--- src/rtl/hold_gen_multi.sv ---
// Multi-trigger hold generator: synchronises active-low triggers, forms a coincidence event,
// and drives a delayed HOLD pulse with dead time plus an independent delayed RAZ enable pulse.
module hold_gen_multi #(
    parameter int N_TRIG      = 4,
    parameter int SYNC_STAGES = 2,
    parameter int DELAY_W     = 10,
    parameter int WIDTH_W     = 16,
    parameter int WIN_W       = 8
) (
    input  logic               Clk,
    input  logic               reset_n,
    input  logic               Hold_en,
    input  logic [N_TRIG-1:0]  TRIGB,
    input  logic [N_TRIG-1:0]  TrigMask,
    input  logic [1:0]         CoincMode,
    input  logic [2:0]         TrigSel,
    input  logic [3:0]         CoincThresh,
    input  logic [WIN_W-1:0]   CoincWindow,
    input  logic [DELAY_W-1:0] HoldDelay,
    input  logic [WIDTH_W-1:0] HoldWidth,
    input  logic [WIDTH_W-1:0] DeadTime,
    input  logic               CntClr,
    output logic               HOLD,
    output logic               HoldBusy,
    output logic [15:0]        HoldCount,
    output logic [15:0]        TrigLost,
    input  logic               ExternalRaz_en,
    input  logic [DELAY_W-1:0] RazDelay,
    input  logic [WIDTH_W-1:0] RazWidth,
    output logic               SingleRaz_en
);
    localparam int CW = (DELAY_W > WIDTH_W) ? DELAY_W : WIDTH_W;

    localparam logic [1:0] H_IDLE  = 2'd0;
    localparam logic [1:0] H_DELAY = 2'd1;
    localparam logic [1:0] H_HOLD  = 2'd2;
    localparam logic [1:0] H_DEAD  = 2'd3;

    localparam logic [1:0] R_IDLE = 2'd0;
    localparam logic [1:0] R_DLY  = 2'd1;
    localparam logic [1:0] R_ACT  = 2'd2;

    logic [SYNC_STAGES-1:0][N_TRIG-1:0] sync_ff;
    logic [N_TRIG-1:0]                  prev, fall, act, mfall, mact;
    logic [N_TRIG-1:0][WIN_W-1:0]       win;
    logic [3:0]                         pop, thr;
    logic                               sel_fall, trig_evt, accept, lost, hold_rise;
    logic [1:0]                         hstate, rstate;
    logic [CW-1:0]                      hcnt, rcnt;
    logic [CW-1:0]                      hd_lim, hw_lim, dt_lim, rd_lim, rw_lim;

    always_ff @(posedge Clk or negedge reset_n) begin
        if (!reset_n) begin
            sync_ff <= '1;
            prev    <= '1;
        end else begin
            sync_ff[0] <= TRIGB;
            for (int s = 1; s < SYNC_STAGES; s++) sync_ff[s] <= sync_ff[s-1];
            prev <= sync_ff[SYNC_STAGES-1];
        end
    end

    assign fall  = prev & ~sync_ff[SYNC_STAGES-1];
    assign mfall = fall & TrigMask;
    assign mact  = act & TrigMask;

    always_comb begin
        act      = '0;
        pop      = '0;
        sel_fall = 1'b0;
        for (int i = 0; i < N_TRIG; i++) begin
            act[i] = fall[i] | (win[i] != '0);
            pop    = pop + 4'(mact[i]);
            if (TrigSel == 3'(i)) sel_fall = fall[i];
        end
        thr = (CoincThresh == 4'd0) ? 4'd1 : CoincThresh;
        case (CoincMode)
            2'b00:   trig_evt = sel_fall;
            2'b01:   trig_evt = |mfall;
            2'b10:   trig_evt = (|TrigMask) && (&(act | ~TrigMask)) && (|mfall);
            default: trig_evt = (pop >= thr) && (|mfall);
        endcase
    end

    assign accept    = trig_evt && Hold_en && (hstate == H_IDLE);
    assign lost      = trig_evt && ((hstate != H_IDLE) || !Hold_en);
    assign hold_rise = (hstate == H_DELAY) && (hcnt == hd_lim);
    assign HoldBusy  = (hstate != H_IDLE);

    // Terminal counts are "last cycle" values so a zero width still yields one cycle.
    assign hd_lim = CW'(HoldDelay);
    assign hw_lim = (HoldWidth == '0) ? '0 : CW'(HoldWidth - WIDTH_W'(1));
    assign dt_lim = CW'(DeadTime - WIDTH_W'(1));
    assign rd_lim = (RazDelay == '0) ? '0 : CW'(RazDelay - DELAY_W'(1));
    assign rw_lim = (RazWidth == '0) ? '0 : CW'(RazWidth - WIDTH_W'(1));

    always_ff @(posedge Clk or negedge reset_n) begin
        if (!reset_n) begin
            win <= '0;
        end else begin
            for (int i = 0; i < N_TRIG; i++) begin
                if (accept)              win[i] <= '0;
                else if (fall[i])        win[i] <= CoincWindow;
                else if (win[i] != '0)   win[i] <= win[i] - WIN_W'(1);
            end
        end
    end

    always_ff @(posedge Clk or negedge reset_n) begin
        if (!reset_n) begin
            hstate    <= H_IDLE;
            hcnt      <= '0;
            HOLD      <= 1'b0;
            HoldCount <= '0;
            TrigLost  <= '0;
        end else begin
            case (hstate)
                H_IDLE: if (accept) begin
                    hstate <= H_DELAY;
                    hcnt   <= '0;
                end
                H_DELAY: if (hcnt == hd_lim) begin
                    HOLD   <= 1'b1;
                    hcnt   <= '0;
                    hstate <= H_HOLD;
                end else hcnt <= hcnt + CW'(1);
                H_HOLD: if (hcnt == hw_lim) begin
                    HOLD   <= 1'b0;
                    hcnt   <= '0;
                    hstate <= (DeadTime == '0) ? H_IDLE : H_DEAD;
                end else hcnt <= hcnt + CW'(1);
                default: if (hcnt == dt_lim) begin
                    hcnt   <= '0;
                    hstate <= H_IDLE;
                end else hcnt <= hcnt + CW'(1);
            endcase
            if (CntClr) begin
                HoldCount <= '0;
                TrigLost  <= '0;
            end else begin
                if (hold_rise) HoldCount <= HoldCount + 16'd1;
                if (lost && TrigLost != 16'hFFFF) TrigLost <= TrigLost + 16'd1;
            end
        end
    end

    // RAZ path ignores Hold_en; dropping ExternalRaz_en aborts it on the next edge.
    always_ff @(posedge Clk or negedge reset_n) begin
        if (!reset_n) begin
            rstate       <= R_IDLE;
            rcnt         <= '0;
            SingleRaz_en <= 1'b0;
        end else if (!ExternalRaz_en) begin
            rstate       <= R_IDLE;
            rcnt         <= '0;
            SingleRaz_en <= 1'b0;
        end else begin
            case (rstate)
                R_IDLE: if (|mfall) begin
                    rstate <= R_DLY;
                    rcnt   <= '0;
                end
                R_DLY: if (rcnt == rd_lim) begin
                    rstate       <= R_ACT;
                    SingleRaz_en <= 1'b1;
                    rcnt         <= '0;
                end else rcnt <= rcnt + CW'(1);
                R_ACT: if (rcnt == rw_lim) begin
                    rstate       <= R_IDLE;
                    SingleRaz_en <= 1'b0;
                    rcnt         <= '0;
                end else rcnt <= rcnt + CW'(1);
                default: rstate <= R_IDLE;
            endcase
        end
    end
endmodule

--- config.mk ---
export PLATFORM = sky130hd
export DESIGN_NAME = hold_gen_multi
export DESIGN_NICKNAME = d
export VERILOG_FILES = /design/src/rtl/hold_gen_multi.sv
export SDC_FILE = /design/constraint.sdc
export NUM_CORES = 1
export LEC_CHECK = 0
export CAP_MARGIN = 30
export CORE_MARGIN = 1
export CORE_UTILIZATION = 56
export DETAILED_ROUTE_END_ITERATION = 16
export PLACE_DENSITY_LB_ADDON = 0.08
export SLEW_MARGIN = 20
export SYNTH_ARGS = -nofsm -noshare
export SYNTH_HDL_FRONTEND = slang
export SYNTH_SLANG_ARGS = --single-unit
--- constraint.sdc ---
create_clock -name Clk -period 5.95 [get_ports Clk]
set_clock_uncertainty 0.05 [all_clocks]
set_input_delay 1.19 -clock Clk [delete_from_list [all_inputs] [get_ports Clk]]
set_output_delay 1.19 -clock Clk [all_outputs]
set_load 0.02 [all_outputs]
# After elaboration in Yosys (flattened, before gate mapping)
# Index checks and enable logic that the tools add are counted.
# Widths: inputs -> output; s select.
# op_classes
n_addsub,15
n_mul,0
div,0
order_cmp,1
eq_ne,23
shift,0
muxes,53
bitwise,10
n_reduce_logical,40
# ops
op,count
$mux 16,15
$mux 8,12
$pmux 16 s3,2
$add 16x1->16 const B,4
$eq 16x16->1,4
$logic_not 16->1,3
$sub 16x1->16 const B,3
$reduce_bool 8->1,4
$sub 8x1->8 const B,4
$mux 2,9
$eq 16x10->1,1
$ne 16x16->1 const B,1
$and 4x4->4,3
$pmux 2 s3,2
$reduce_bool 3->1,4
$sub 10x1->11 const B,1
$logic_not 10->1,1
$mux 1,9
$ne 3x3->1 const B,3
$reduce_and 3->1,3
$logic_and 1x1->1,8
$not 4->4,2
$reduce_and 4->1,2
$reduce_bool 2->1,4
other kinds (25),38
# word_totals
ff_bits,114
latchBits,0
ramBits,0
rom_bits,0
in_bits,98
output_inout_bits,35
elab_cells,157
mem_count,0

# Logic depth before layout (Yosys ltp)
# depth
ltp_word,14
ltp_mapped,20
depth_no_buf,19

# Least setup slack after synthesis
# No wires, ideal clock.
# synth_path
kind,input port to flip-flop
start,input HoldWidth[0]
end,register hcnt[9]
setup_time_ns,0.121
arrival_time_ns,4.502
required_time_ns,5.779
path_slack_ns,1.277
path_stages,15
path_buffers,3
cell_sequence,buf_2 -> inv_1 -> ha_1 -> buf_4 -> or3b_4 -> or3_4 -> a32o_1 -> a221o_1 -> or4_4 -> a2111oi_4 -> a21oi_2 -> mux2i_4 -> nor2_2 -> buf_6 -> a22o_1
# synth_via
elab_chain_cells,5
elab_cells_between_ends,6
classes_between,add/sub: 1; eq/ne: 1; mux: 3; reduce/logical: 1
# synth_rtl
element,line_no,source
from (decl),20,"input logic [WIDTH_W-1:0] HoldWidth,"
$sub 16x1->16 or $logic_not 16->1 (tied branches),92,assign hw_lim = (HoldWidth == '0) ? '0 : CW'(HoldWidth - WIDTH_W'(1));
$mux 16 *,92,
$eq 16x16->1 *,127,H_HOLD: if (hcnt == hw_lim) begin
$mux 16 *,127,
$pmux 16 s3 *,117,case (hstate)
to (signal assigned),126,end else hcnt <= hcnt + CW'(1);
to (signal assigned),131,end else hcnt <= hcnt + CW'(1);
to (signal assigned),135,end else hcnt <= hcnt + CW'(1);
to (decl),49,"logic [CW-1:0] hcnt, rcnt;"
# Mark *: on every way between the ends. The rest lies on a longest branch, timed or not.
# A chain may end at the register's enable or synchronous reset.

# Worst setup path in the final report
# layout_path
start,input HoldWidth[0]
end,register hcnt[4]
# The elaborated chain is that of the path after synthesis.

==> metrics.cfg <==
[power_and_ir_drop]
power_per_cell_area_nw_per_um2=284
leakage_nw=4.45
peakVddDrop_uv=260

[die]
start_util_pct=57.9
io-pin-count=133
dieArea_sq_um=16400
die_y_microns=128
die_x_microns=128
core_sq_um=15400
std_cell_rows=45

[detailed_routing]
drt_iter0_drc=575
num_vias=8325
first_pass_iters=5
viasPerCell=5.93
route.detailed.drc=0
detail-route-antenna-nets=0
wire_per_inst_microns=15.8
wl_microns=22200

[critical_path]
cp_slowest_cell=clkdlybuf4s50_1
worstPathArrival_ps=5240
r2r_slack_ps=1170
reg2reg_from=sync_ff[7]
crit_chain=clkdlybuf4s50_1, inv_1, ha_1, or3b_4, or3_4, a32o_1, a221o_1, or4_4, a2111oi_4, a21oi_2, mux2i_4, buf_4, o21ai_0, a22o_1
critPathKind=input port to flip-flop
required_ps=6210
crit_path_max_fanout=11
cp_num_buf_inv=3
critical-path-max-stage-delay_ps=530
critPathTopFamily=simple AND/OR/NAND/NOR gates
start_kind=input port
r2r-end=TrigLost[13]
end_kind=flip-flop
reg2regPathDepth=17

[global_routing]
antenna_found_initial=0
overflow=0
grt_pass1_wl_microns=37400
grt_start_max_net_pins=61
grt_pass1_vias=7836
grtUsageTotal_pct=28.4

[timing]
rsz0062_at_grt=false
max_slew.worst_pin.slew_ps=849
setup_ws_ps=971
clock.fmax_ghz=0.201
period_share_pct=83.7
tns_ps=0
relSlewSlack_pct=42.9
final_max_slew_viol_count=0
hold_viol=0
period_minus_slack_ps=4980
setup_viol=0
worst_hold_slack_ps=306

[clock_network]
cts_tree=yes
path_clk_slew_ps=60
cts_inserted_buffers=17
cts_setup_buffers=0
cts-root-buf=clkbuf_16
clock_path_buffers=2
hold_buffers=0
clock_sinks=114
cts_resized=0
htree_levels=4
clkLatencyLatePin_ps=420

[final_layout]
num-nets-final=1310
antenna_cells=0
area_delta_synth_final_pct=22.7
n_fill_cell=1259
drive_gt1_share_pct=6.87

[status]
status=completed

[placed_design]
portBuffers=132
place_congestion=0.931
pre_cts_ws_ps=588
dp_hpwl_microns=16400

[synth]
yosysWarnings=0
synth.avg_cell_area_sq_um=8.26
ys.flop_type=dfrtp_1
yosysSeqAreaShare_pct=32.2
async_reset_ff_share_pct=100
syn_inst=1077
syn-num-nets=1206
yosysMostFrequentCell=nor2_1
synth_seq_cells=114
synth_area_sq_um=8900
synth-edff-count=0
synth_top_area_share_pct=28.7
yosys-top-cells-count=nor2_1, dfrtp_1, nand2_1
synth_area_leaders=dfrtp_1, xnor2_1, nor2_1
synth_top_cell_by_area=dfrtp_1
ys_types=80

[flow_run]
cap_violations=0

[worst_hold_path]
hold_end=sync_ff[5]
hp-class=flip-flop to flip-flop
min_path_cells=0
min_from=sync_ff[1]

## worst reg2reg max path: cells and delay by family (launching register included)
family,cells,cell delay [ps]
DFF,1,560
buffers and inverters,2,280
and+or+nand+nor,6,1810
adders and majority gates,4,1100
AOI/OAI and AO/OA,5,900
## cell usage in the layout (no fill, tap or decap), types with 17 or more instances in the layout
master / Yosys / routed
a211oi_1: 24 / 24
a21oi_1: 45 / 45
and3_1: 28 / 28
clkbuf_16: 0 / 17
clkdlybuf4s50_1: 0 / 130
dfrtp_1: 102 / 102
ha_1: 30 / 30
inv_1: 44 / 44
nand2_1: 84 / 84
nand2b_1: 20 / 20
nand3_1: 20 / 20
nand4_1: 22 / 22
nor2_1: 109 / 109
nor2b_1: 30 / 30
nor3_1: 32 / 32
nor4_1: 33 / 33
o21ai_0: 63 / 63
or3_1: 21 / 21
xnor2_1: 53 / 53
xor2_1: 42 / 42
## cell type report
| cell class | count | area (sq um) | area share [%] |
|---|---|---|---|
| Tap cell | 211 | 264 | 2.42 |
| Timing Repair Buffer | 143 | 1400 | 12.8 |
| Sequential cell | 114 | 2870 | 26.3 |
| Clock inverter | 14 | 179 | 1.64 |
| Multi-Input combinational cell | 861 | 5620 | 51.5 |
| Inverter | 44 | 165 | 1.51 |
| Clock buffer | 18 | 429 | 3.93 |
## layer usage
metal  vias to the layer above  global-route usage, %  wire [microns]
li1                       4127                      -               -
met1                      3928                   37.4           10100
met2                       232                   47.8           10800
met3                        38                   3.84             912
met4                         0                   10.4             392
met5                         -                      0               0
## state kept, by name, indices dropped and copies added, names as in the netlist
name,flops
win,32
rcnt,16
HOLD,1
sync_ff,8
SingleRaz_en,1
rstate,2
HoldCount,16
TrigLost,16
hstate,2
hcnt,16
prev,4
## per-stage QoR
stage	power, W	instance area (sq um)	utilization, %	instances
6_report	0.00310	10900	71.1	1405
5_1_grt	0.00329	10900	71.1	1405
4_1_cts	0.00311	10900	71.1	1405
3_5_place_dp	0.00204	10300	67.1	1373
3_3_place_gp	0.00201	10300	67.1	1373
2_1_floorplan	0.00176	8900	-	1077
## how the worst max path moves through the flow
stage / cells past startpoint / endpoint / slack (ps) / startpoint
2_1_floorplan: 15 / hcnt[9] / 1280 / HoldWidth[0]
3_3_place_gp: 13 / hcnt[0] / 650 / HoldWidth[0]
3_5_place_dp: 14 / hcnt[8] / 590 / HoldWidth[0]
4_1_cts: 14 / hcnt[8] / 1020 / HoldWidth[0]
5_1_grt: 16 / TrigLost[15] / 680 / TrigMask[0]
6_report: 14 / hcnt[4] / 970 / HoldWidth[0]
## power by group
group          internal [W]  switching [W]  total [W]
combinational      0.000444       0.000530   0.000974
sequential         0.000917       0.000157    0.00107
clock              0.000663       0.000386    0.00105
## kinds of logic (layout without fill, tap and decap cells)
logic type | after synthesis | count (layout) | synth area share [%]
and+or+nand+nor | 470 | 470 | 28.1
AOI/OAI and AO/OA | 242 | 242 | 18.2
DFF | 114 | 114 | 32.2
buffers and inverters | 102 | 219 | 4.70
xor gates and xnor gates | 95 | 95 | 9.35
adders and majority gates | 31 | 31 | 4.44
muxes | 23 | 23 | 2.95
No activity file was read; power rests on OpenSTA's default activity.
==> patch (same flow settings) <==
The parameter `SYNC_STAGES` goes from 2 to 1.
--- a/src/rtl/hold_gen_multi.sv
+++ b/src/rtl/hold_gen_multi.sv
@@ -2,7 +2,7 @@
 // and drives a delayed HOLD pulse with dead time plus an independent delayed RAZ enable pulse.
 module hold_gen_multi #(
     parameter int N_TRIG      = 4,
-    parameter int SYNC_STAGES = 2,
+    parameter int SYNC_STAGES = 1,
     parameter int DELAY_W     = 10,
     parameter int WIDTH_W     = 16,
     parameter int WIN_W       = 8
Formal check against the unedited RTL: not equivalent (a bounded check fails within 4 cycles, from zero or initial values and one cycle with reset_n low).
==> patch against the original RTL <==
Cell area down 2.2%; critical path type unchanged; power is 13% lower; area after synthesis is 0.53% higher; sequential cell count fell by 4; setup slack better by 0.092 ns; combinational power increased by 5%; core utilization fell by 1.6 points; worst hold slack gained 0.016 ns; synthesized cell count rose by 1.7%; first-iteration DRC count is 16% lower; wire length is 2.3% higher; count of clock-buffer cells in the layout decreased by 8.
==> patch: results (changes against the original RTL) <==
| Metric | Value |
|---|---|
| CP max FO | `10 (was 11)` |
| Max incr delay on CP | `0.65 ns (was 0.53 ns)` |
| Worst path slowest cell | `or4b_1 (was clkdlybuf4s50_1)` |
| Tot GR Track Use | `28.1% (was 28.4%)` |
| Initial antenna violation count | `0 (unchanged)` |
| Largest net degree at the start of global routing | `58 (was 61)` |
| Iter 0 DRT Violations | `485 (was 575)` |
| Global-route wire length before repair | `37400 um (about the same)` |
| Max VDD drop | `0.000191 V (was 0.000260 V)` |
| Root buf cell | `clkbuf_16 (unchanged)` |
| Area post-placement | `10400 um^2 (was 10300 um^2)` |
| 1st-pass router iterations | `5 (unchanged)` |
| CTS clk-pin slew, worst paths | `0.08 ns (was 0.06 ns)` |
| Post-Syn Nets | `1224 (was 1206)` |
| Commonest cells in the synthesized netlist | `nor2_1, dfrtp_1, nand2_1, xnor2_1, inv_1 (was nor2_1, dfrtp_1, nand2_1, o21ai_0, xnor2_1)` |
| Register name with the most flops | `win (unchanged)` |
| Worst hold start | `sync_ff[3]$_DFF_PN1_ (was sync_ff[1]$_DFF_PN1_)` |
| Dpl hpwl | `17000 um (was 16400 um)` |
| Vias in the first global route | `7937 (was 7836)` |
| Worst setup path endpoint | `hcnt[6]$_DFFE_PN0P_ (was hcnt[4]$_DFFE_PN0P_)` |
| R2R cell count | `17 (unchanged)` |
| Switching portion of total power | `38.1% (was 34.7%)` |
| Via count | `8438 (was 8325)` |
| Synth warn | `0 (unchanged)` |
| # Post-CTS Setup Buffers | `0 (unchanged)` |
| R2r endpoint | `TrigLost[7]$_DFFE_PN0P_ (was TrigLost[13]$_DFFE_PN0P_)` |
| Status | `finished clean (unchanged)` |
| Worst Setup SP | `DeadTime[0] (was HoldWidth[0])` |
| Clk Latency, worst-skew pair | `0.35 ns (was 0.42 ns)` |
| Post-CTS resize count | `0 (unchanged)` |
| Post-synth ARST share | `100% (unchanged)` |
| CP arrival | `5.07 ns (was 5.24 ns)` |
| Flop2flop setup slack | `1.11 ns (was 1.17 ns)` |
| Placer Congestion | `0.880 (was 0.931)` |
| Worst min-delay path class | `flop to flop (unchanged)` |
| Max Buffers Root-to-Sink | `2 (unchanged)` |
| Share of cells above drive strength 1 | `5.09% (was 6.87%)` |
| PortBufs | `132 (unchanged)` |
| H-tree levels | `3 (was 4)` |
| Number of flip-flops under the largest register name | `32 (unchanged)` |
| Cts bufs inserted | `9 (was 17)` |
| Post-synth EDFFs | `0 (unchanged)` |
| Lkg Pwr | `4.30 nW (was 4.45 nW)` |
| Slew HR | `44.9% (was 42.9%)` |
| # diodes | `0 (unchanged)` |
| Largest cells by area after synthesis | `dfrtp_1, xnor2_1, nor2_1 (unchanged)` |
| Yosys cell types | `86 (was 80)` |
| DR WL/cell | `16.1 um (was 15.8 um)` |
| Final #Nets | `1322 (was 1310)` |
| RR Startpoint | `sync_ff[1]$_DFF_PN1_ (was sync_ff[7]$_DFF_PN1_)` |
| Post-synthesis sequential area ratio | `30.9% (was 32.2%)` |
| Delay-heaviest family, CP | `simple AND/OR/NAND/NOR gates (unchanged)` |
==> patch: power by group through the flow <==
stage	Sequential (mW)	Clock, mW	Combinational, mW
detailed placement	1.06	0	1.02
global placement	1.05	0	0.991
CTS	1.05	0.619	1.02
floorplan	1.00	0	0.777
finish	1.05	0.608	1.02
global route	1.07	0.649	1.14
==> patch: how the worst min path moves through the flow <==
stage                             end  slack, ns  cells past startpoint
floorplan           prev[0]$_DFF_PN1_       0.30                      0
global placement    prev[2]$_DFF_PN1_       0.31                      0
detailed placement  prev[0]$_DFF_PN1_       0.30                      0
CTS                 prev[0]$_DFF_PN1_       0.32                      0
global route        prev[0]$_DFF_PN1_       0.33                      0
finish              prev[3]$_DFF_PN1_       0.32                      0
==> patch: logic make-up after synthesis <==
kind of cell    count (synthesis)  share of synthesized area, %
simple gates                  506                          29.7
buf+inv                       104                          4.52
mux                            14                          1.76
xor+xnor                      105                          10.6
fa+ha+maj                      31                          4.42
compound gates                225                          18.1
flops                         110                          30.9
==> patch: metal layers <==
| layer | routed length (um) | track usage [%] |
|---|---|---|
| met1 | 10100 | 35.7 |
| met2 | 11200 | 48.8 |
| met3 | 955 | 4.24 |
| met4 | 468 | 9.34 |
| met5 | 0 | 0 |
==> patch: through the flow <==
stage	std cells	total power, mW	hold slack (ns)	setup WS (ns)
after global placement	1392	2.04	0.309	0.825
after global routing	1409	2.86	0.328	0.742
final	1409	2.68	0.322	1.06
after detailed placement	1393	2.07	0.304	0.717
after CTS	1409	2.69	0.322	1.09
after floorplan	1095	1.78	0.301	1.39
==> patch: layout make-up <==
class                      count  area, um^2
timing repair buffer         140        1390
sequential                   110        2760
fill                        1313        4690
tap                          211         264
inverter                      51         191
multi-input combinational    881        5780
clock inverter                 6        57.6
clock buffer                  10         239
==> patch: worst register-to-register path, delay by kind of cell, from the launching register on <==
kind	cells	cell delay [ns]
compound gates	5	0.90
fa+ha+maj	4	1.10
buf+inv	2	0.26
flops	1	0.55
simple gates	6	1.91
